`config.mk`:
```
export PLATFORM = sky130hd
export DESIGN_NAME = multdiv_param
export DESIGN_NICKNAME = d
export VERILOG_FILES = /design/src/rtl/multdiv_param.sv
export SDC_FILE = /design/constraint.sdc
export NUM_CORES = 1
export LEC_CHECK = 0
export BUFFER_PORTS_ARGS = -buffer_cell sky130_fd_sc_hd__buf_2
export CORE_MARGIN = 2
export CORE_UTILIZATION = 55
export DETAILED_ROUTE_END_ITERATION = 6
export PLACE_DENSITY = 0.76
export SKIP_CTS_REPAIR_TIMING = 1
export SYNTH_ARGS = -nofsm -noshare
export SYNTH_HDL_FRONTEND = slang
export SYNTH_SLANG_ARGS = --single-unit
```
`constraint.sdc`:
```
create_clock -name clock -period 6.7 [get_ports clock]
set_input_delay 1.34 -clock clock [delete_from_list [all_inputs] [get_ports clock]]
set_output_delay 1.34 -clock clock [all_outputs]
set_load 0.01 [all_outputs]
```
`src/rtl/multdiv_param.sv`:
```
// Iterative WIDTH-bit multiplier (radix-2 shift-add) / divider (non-restoring) on one shared datapath.
// Optional feature: define MULTDIV_HI_EN to add the result_hi port (upper half of the product).
module multdiv_param #(
   parameter int unsigned WIDTH = 32
) (
   input  logic             clock,
   input  logic             reset,
   input  logic [WIDTH-1:0] operandA,
   input  logic [WIDTH-1:0] operandB,
   input  logic             ctrl_Mult,
   input  logic             ctrl_Div,
   input  logic             is_signed,
   output logic [WIDTH-1:0] result,
   output logic [WIDTH-1:0] remainder,
`ifdef MULTDIV_HI_EN
   output logic [WIDTH-1:0] result_hi,
`endif
   output logic             except,
   output logic             ready,
   output logic             busy
);

   localparam int unsigned W  = WIDTH;
   localparam int unsigned PW = 2 * WIDTH;
   localparam int unsigned CW = $clog2(WIDTH + 1);
   localparam logic [W-1:0] MIN_VAL = {1'b1, {(W-1){1'b0}}};

   typedef enum logic [1:0] {S_IDLE, S_RUN, S_FIX, S_DONE} state_e;

   state_e        state_q, state_d;
   logic [CW-1:0] cnt_q, cnt_d;
   logic [W+1:0]  hi_q, hi_d;
   logic [W-1:0]  lo_q, lo_d;
   logic [W-1:0]  b_q, b_d;
   logic          div_q, div_d;
   logic          sgn_q, sgn_d;
   logic          neg_a_q, neg_a_d;
   logic          neg_b_q, neg_b_d;
   logic          exc_q, exc_d;
   logic [W-1:0]  result_q, result_d;
   logic [W-1:0]  rem_q, rem_d;
   logic          except_q, except_d;
   logic          ready_q, ready_d;
   logic          busy_q, busy_d;
`ifdef MULTDIV_HI_EN
   logic [W-1:0]  rhi_q, rhi_d;
`endif

   logic          start_c;
   logic [W-1:0]  mag_a_c, mag_b_c;
   logic [W:0]    mul_sum_c;
   logic [W+1:0]  div_sh_c, div_new_c;
   logic [PW-1:0] prod_c;
   logic [W-1:0]  rem_fix_c, quo_c, rem_c;
   logic          mul_ovf_c, div_ovf_c;

   // Datapath arithmetic: one iteration step plus the sign/fixup terms used in FIX.
   always_comb begin
      start_c   = ctrl_Mult ^ ctrl_Div;
      mag_a_c   = (is_signed && operandA[W-1]) ? W'(-operandA) : operandA;
      mag_b_c   = (is_signed && operandB[W-1]) ? W'(-operandB) : operandB;
      mul_sum_c = {1'b0, hi_q[W-1:0]} + (lo_q[0] ? {1'b0, b_q} : {(W+1){1'b0}});
      // Partial remainder needs W+2 bits: it swings over [-2d, 2d) before add/subtract.
      div_sh_c  = {hi_q[W:0], lo_q[W-1]};
      div_new_c = hi_q[W+1] ? (div_sh_c + {2'b00, b_q}) : (div_sh_c - {2'b00, b_q});
      prod_c    = {hi_q[W-1:0], lo_q};
      if (sgn_q && (neg_a_q ^ neg_b_q)) begin
         prod_c = PW'(-prod_c);
      end
      mul_ovf_c = sgn_q ? (prod_c[PW-1:W] != {W{prod_c[W-1]}}) : (prod_c[PW-1:W] != '0);
      rem_fix_c = hi_q[W+1] ? (hi_q[W-1:0] + b_q) : hi_q[W-1:0];
      quo_c     = (sgn_q && (neg_a_q ^ neg_b_q)) ? W'(-lo_q) : lo_q;
      rem_c     = (sgn_q && neg_a_q) ? W'(-rem_fix_c) : rem_fix_c;
      div_ovf_c = sgn_q && neg_a_q && neg_b_q && (lo_q == MIN_VAL) && (b_q == W'(1));
   end

   // Next-state and register-update logic.
   always_comb begin
      state_d  = state_q;
      cnt_d    = cnt_q;
      hi_d     = hi_q;
      lo_d     = lo_q;
      b_d      = b_q;
      div_d    = div_q;
      sgn_d    = sgn_q;
      neg_a_d  = neg_a_q;
      neg_b_d  = neg_b_q;
      exc_d    = exc_q;
      result_d = result_q;
      rem_d    = rem_q;
      except_d = except_q;
      ready_d  = 1'b0;
`ifdef MULTDIV_HI_EN
      rhi_d    = rhi_q;
`endif
      if (start_c) begin
         // A start in any state latches fresh operands and restarts the count.
         state_d = S_RUN;
         cnt_d   = '0;
         hi_d    = '0;
         div_d   = ctrl_Div;
         sgn_d   = is_signed;
         neg_a_d = is_signed & operandA[W-1];
         neg_b_d = is_signed & operandB[W-1];
         lo_d    = ctrl_Div ? mag_a_c : mag_b_c;
         b_d     = ctrl_Div ? mag_b_c : mag_a_c;
      end else begin
         case (state_q)
            S_RUN: begin
               cnt_d = cnt_q + CW'(1);
               if (div_q) begin
                  hi_d = div_new_c;
                  lo_d = {lo_q[W-2:0], ~div_new_c[W+1]};
               end else begin
                  hi_d = {2'b00, mul_sum_c[W:1]};
                  lo_d = {mul_sum_c[0], lo_q[W-1:1]};
               end
               if (cnt_q == CW'(W - 1)) begin
                  state_d = S_FIX;
               end
            end
            S_FIX: begin
               if (!div_q) begin
                  lo_d  = prod_c[W-1:0];
                  hi_d  = {2'b00, prod_c[PW-1:W]};
                  exc_d = mul_ovf_c;
               end else if (b_q == '0) begin
                  lo_d  = '0;
                  hi_d  = '0;
                  exc_d = 1'b1;
               end else begin
                  lo_d  = quo_c;
                  hi_d  = {2'b00, rem_c};
                  exc_d = div_ovf_c;
               end
               state_d = S_DONE;
            end
            S_DONE: begin
               result_d = lo_q;
               rem_d    = div_q ? hi_q[W-1:0] : '0;
               except_d = exc_q;
`ifdef MULTDIV_HI_EN
               rhi_d    = div_q ? '0 : hi_q[W-1:0];
`endif
               ready_d  = 1'b1;
               state_d  = S_IDLE;
            end
            default: ;
         endcase
      end
      busy_d = (state_d != S_IDLE);
   end

   always_ff @(posedge clock or posedge reset) begin
      if (reset) begin
         state_q  <= S_IDLE;
         cnt_q    <= '0;
         hi_q     <= '0;
         lo_q     <= '0;
         b_q      <= '0;
         div_q    <= 1'b0;
         sgn_q    <= 1'b0;
         neg_a_q  <= 1'b0;
         neg_b_q  <= 1'b0;
         exc_q    <= 1'b0;
         result_q <= '0;
         rem_q    <= '0;
         except_q <= 1'b0;
         ready_q  <= 1'b0;
         busy_q   <= 1'b0;
`ifdef MULTDIV_HI_EN
         rhi_q    <= '0;
`endif
      end else begin
         state_q  <= state_d;
         cnt_q    <= cnt_d;
         hi_q     <= hi_d;
         lo_q     <= lo_d;
         b_q      <= b_d;
         div_q    <= div_d;
         sgn_q    <= sgn_d;
         neg_a_q  <= neg_a_d;
         neg_b_q  <= neg_b_d;
         exc_q    <= exc_d;
         result_q <= result_d;
         rem_q    <= rem_d;
         except_q <= except_d;
         ready_q  <= ready_d;
         busy_q   <= busy_d;
`ifdef MULTDIV_HI_EN
         rhi_q    <= rhi_d;
`endif
      end
   end

   assign result    = result_q;
   assign remainder = rem_q;
   assign except    = except_q;
   assign ready     = ready_q;
   assign busy      = busy_q;
`ifdef MULTDIV_HI_EN
   assign result_hi = rhi_q;
`endif

endmodule

```
; Word level (Yosys, flattened, before mapping)
; Index checks and enable logic that the tools add are counted.
[word_totals]
rom_bits = 0
mem_count = 0
reg_bits = 178
in_bits = 69
ramBits = 0
latchBits = 0
[op_classes]
bitwise_logic = 6
shift = 0
n_addsub = 10
div_mod_pow = 0
n_mux = 31
reduce_logical = 16
eq_ne = 10
magnitude_cmp = 0
n_mul = 0
[ops]
columns = cell, n
row1 = $mux W32, 15
row2 = $neg A32 Y32, 4
row3 = $mux W34, 3
row4 = $pmux W34 S2, 1
row5 = $mux W64, 1
row6 = $neg A64 Y64, 1
row7 = $pmux W32 S2, 1
row8 = $add A34 B32 Y34, 1
row9 = $sub A34 B32 Y34, 1
row10 = $add A32 B32 Y33, 1
row11 = $add A32 B32 Y32, 1
row12 = $eq A32 B1 Y1 const B, 1
row13 = $eq A32 B32 Y1 const B, 1
row14 = $logic_not A32 Y1, 1
row15 = $ne A32 B32 Y1, 1
row16 = $reduce_bool A32 Y1, 1
row17 = $mux W6, 2
row18 = $ne A4 B4 Y1 const B, 2
row19 = $logic_and A1 B1 Y1, 7
row20 = $add A6 B1 Y6 const B, 1
row21 = $eq A6 B5 Y1 const B, 1
row22 = $pmux W2 S3, 1
row23 = $reduce_and A2 Y1, 3
row24 = $mux W1, 5
row25 = 10 further kinds, 16

; Logic depth before layout (Yosys ltp)
[logic_depth]
depth_word = 8
mapped_depth = 20

; Worst setup path before layout
; Ideal clock, no wire load.
[synth_timing]
path_type = register to register
start = register hi_q[33]
end = register hi_q[26]
setup_time_ps = 82
t_required_ps = 6618
path_buffers = 6
stages_incl_launch_ff = 21
t_arrival_ps = 4627
path_slack_ps = 1991
cell_sequence = dfrtp_1 clkbuf_1 clkbuf_1 clkbuf_1 buf_1 buf_1 clkbuf_1 nor2_1 xor2_1 ha_1 nor2b_1 o21a_1 o21ai_0 a211o_1 a21oi_1 o21ai_0 a21oi_1 o21ai_0 a211o_1 a31o_2 a31oi_1
[synth_via]
elab_chain_cells = 7
[synth_rtl]
columns = item, line_no
row1 = "start, declared", 32  ; logic [W+1:0] hi_q, hi_d;
row2 = "start signal, assigned", 177  ; hi_q <= hi_d;
row3 = $mux W32, 71  ; rem_fix_c = hi_q[W+1] ? (hi_q[W-1:0] + b_q) : hi_q[W-1:0];
row4 = $neg A32 Y32, 73  ; rem_c = (sgn_q && neg_a_q) ? W'(-rem_fix_c) : rem_fix_c;
row5 = $mux W32, 73
row6 = $mux W32, 127  ; end else if (b_q == '0) begin
row7 = $mux W32, 123  ; if (!div_q) begin
row8 = $pmux W34 S2 *, 108  ; case (state_q)
row9 = $mux W34 *, 96  ; if (start_c) begin
; Every way passes the cells marked *; elsewhere a longest branch is shown, timed or not.
; A chain may end at the register's enable or synchronous reset.

; Worst setup path after layout
[layout_timing]
start = register lo_q[0]
end = register exc_q
[layout_via]
elab_chain_cells = 5
[layout_rtl]
columns = item, line_no
row1 = "start, declared", 33  ; logic [W-1:0] lo_q, lo_d;
row2 = "start signal, assigned", 178  ; lo_q <= lo_d;
row3 = $neg A64 Y64 or $eq A32 B32 Y1 (tied branches), "68, 74"
row4 = $mux W64 or $logic_and A1 B1 Y1 (tied branches), "67, 74"
row5 = "$ne A32 B32 Y1, or another cell as far along", 70  ; mul_ovf_c = sgn_q ? (prod_c[PW-1:W] != {W{prod_c[W-1]}}) : (prod_c[PW-1:W] != '0);
row6 = "$mux W1, on equally long branches", "70, 127"
row7 = $mux W1 *, 123
row8 = "end signal, assigned", 165  ; exc_q <= 1'b0;
row9 = "end signal, assigned", 184  ; exc_q <= exc_d;
row10 = "end, declared", 39  ; logic exc_q, exc_d;
; Every way passes the cells marked *; elsewhere a longest branch is shown, timed or not. The select of a mux whose other input is x is not followed.

==> impl_metrics.json <==
{
  "finalWirelength_um": 76500,
  "clock-sinks": 178,
  "hp-class": "register to register",
  "power_frac_clock": 0.131,
  "period_share": 0.788,
  "syn_nets": 2718,
  "vias_per_cell": 6.86,
  "ys.flop_type": "dfrtp_1",
  "cpMostUsedCell": "nand4_1",
  "yosysSeqAreaShare": 0.235,
  "cts-root-buf": "clkbuf_16",
  "async_flop_share": 1.00,
  "antenna_left": 0,
  "yosys_warnings": 0,
  "synth_edf_count": 0,
  "wl_per_cell_um": 25.1,
  "port_buffers": 135,
  "max_freq_mhz": 189,
  "fin_ws_ns": 1.42,
  "syn_area_per_cell_um2": 7.46,
  "yosys_register_bits": 178,
  "antenna_found_initial": 0,
  "place_area_um2": 20000,
  "swShare": 0.537,
  "grt_first_pass_wirelength_um": 116000,
  "crit_chain": "clkinv_1 -> buf_4 -> ha_1 -> nor3b_1 -> nand4_1 -> nor3_1 -> a21oi_1 -> xnor2_1 -> and4_1 -> nand4_1 -> or4b_4 -> nor3_2 -> o2111ai_1 -> a21o_1",
  "crit_arrival_ns": 5.66,
  "p_int_mw": 3.99,
  "clkTransAtPathRegs_ns": 0.09,
  "overflow": 0,
  "slew_headroom": 0.240,
  "synthTopCellsByArea": "dfrtp_1 23%, ha_1 6.8%, a21oi_1 6.0%, nand2_1 5.8%, xnor2_1 5.5%",
  "power_density_nw_per_um2": 418,
  "grtUsageTotal": 0.421,
  "dpl.hpwl_um": 57800,
  "slowest_stage": "nor3_1",
  "hold_viol": 0,
  "final.setup.tns_ns": 0,
  "area_growth_syn_to_layout_pct": 8.55,
  "status": "completed",
  "power_frac_seq": 0.201,
  "synth_cells": 2543,
  "finalClockSkew_ns": 0.0207,
  "nNetsFinal": 2754,
  "required_ns": 7.08,
  "gp_congestion": 1.03,
  "fin_crit_ns": 5.28,
  "die_w_um": 190,
  "fin_total_pwr_mw": 8.62,
  "clk-insertion-delay-late_ns": 0.49,
  "critical_path_class": "register to register",
  "endpoint_kind": "register",
  "dp_cells": 3015,
  "final-setup-viol-count": 0,
  "drt_iter0_drc": 2790,
  "instances_no_fill": 3047,
  "rows": 68,
  "leakagePower_nw": 9.09,
  "die_y_um": 190,
  "hold_slack_ns": 0.465,
  "cp_top_family": "simple AND/OR/NAND/NOR gates",
  "yosys.area.top_type": "dfrtp_1",
  "drc": 0,
  "rsz0062_at_grt": "no",
  "switching_power_mw": 4.62,
  "io_pins": 136,
  "worst_slew_pin_slew_ns": 1.14,
  "diodes": 0,
  "grt_pass1_vias": 19900,
  "first_pass_iters": 5,
  "core_area_um2": 34300,
  "ir_drop_uv": 242,
  "cap_viol_max_count": 0,
  "worstSetupStartpointType": "register",
  "synthTopCellsByCount": "292 x nand2_1, 226 x a21oi_1, 216 x nor2_1",
  "drv_slew": 0,
  "critPathMaxFanout": 15,
  "crit_buf_inv": 2,
  "netlist.area_leader.share": 0.235,
  "place_ws_ns": 1.60,
  "cpPeakStageDelay_ns": 0.81,
  "utilization": 0.601,
  "yosysMostFrequentCell": "nand2_1",
  "die_area_um2": 36000,
  "synthDistinctLibCells": 83,
  "drive_gt1_frac": 0.0980,
  "clockBufferDepth": 2,
  "start_util": 0.553,
  "cts_made_buffers": 17,
  "htreeDepth": 4,
  "grt_max_degree": 125,
  "design_area_um2": 20600,
  "p_comb_frac": 0.668,
  "netlist_area_um2": 19000,
  "cts_tree": "done",
  "vias": 20900
}
==> cell families (layout without fill, tap and decap cells) <==
| family | Yosys count | after routing | share of synthesized area |
|---|---|---|---|
| xor+xnor | 219 | 219 | 0.101 |
| fa+ha+maj | 106 | 106 | 0.0711 |
| buf+inv | 226 | 275 | 0.0454 |
| simple gates | 934 | 934 | 0.237 |
| mux | 62 | 62 | 0.0333 |
| compound gates | 818 | 818 | 0.277 |
| flops | 178 | 178 | 0.235 |
==> placed cells by master (no fill, tap or decap), drive strengths merged, types with 53 or more instances in the layout <==
cell type	count
a21o	60
a21oi	226
buf	175
dfrtp	178
ha	103
inv	75
mux2i	53
nand2	292
nand3	68
nor2	216
nor3	81
o21ai	169
o22ai	63
xnor2	119
xor2	100
==> state kept, by name, summed over array words and instances (netlist names) <==
signal,cells
div_q,1
exc_q,1
sgn_q,1
except,1
busy,1
neg_b_q,1
b_q,32
neg_a_q,1
remainder,32
state_q,2
ready,1
lo_q,32
hi_q,34
result,32
cnt_q,6
==> cell type report <==
cell class,count,area [um^2]
clock buffer,17,425
clock inverter,15,218
fill,3179,13700
inverter,68,263
multi-input combinational,2139,13700
sequential,178,4460
tap,455,569
timing repair buffer,175,976
==> per-layer routing <==
| layer | part of all wire | global-route usage | routed length, um | vias up |
|---|---|---|---|---|
| met1 | 0.39 | 0.535 | 30100 | 9901 |
| met2 | 0.45 | 0.679 | 34300 | 1288 |
| li1 | - | - | - | 9439 |
| met3 | 0.097 | 0.0705 | 7410 | 286 |
| met5 | 0 | 0 | 0 | - |
| met4 | 0.062 | 0.238 | 4710 | 0 |
==> final timing paths <==
path | startpoint | to | slack, ns | cells after the start
worst max register to register | lo_q[0] | exc_q | 1.42 | 14
worst max-delay path | lo_q[0] | exc_q | 1.42 | 14
max in group asynchronous | reset | div_q | 4.27 | 3
worst min-delay path | remainder[1] | remainder[1] | 0.46 | 2
min in group asynchronous | reset | cnt_q[3] | 1.03 | 2
worst min register to register | remainder[1] | remainder[1] | 0.46 | 2
==> power groups by stage <==
stage	Clock, mW	Combinational (mW)	Sequential [mW]
after floorplan	0	4.26	1.46
after global placement	0	5.48	1.71
after detailed placement	0	5.52	1.73
after CTS	1.13	5.56	1.70
after global routing	1.17	6.22	1.75
final	1.13	5.75	1.73
==> worst register-to-register path: cells and delay by family, from the launching register on <==
family / cells / cell delay (ns)
simple gates: 7 / 3.03
compound gates: 3 / 0.63
flops: 1 / 0.54
buf+inv: 2 / 0.41
xor+xnor: 1 / 0.31
fa+ha+maj: 1 / 0.26
No activity file was read; power rests on OpenSTA's default activity.
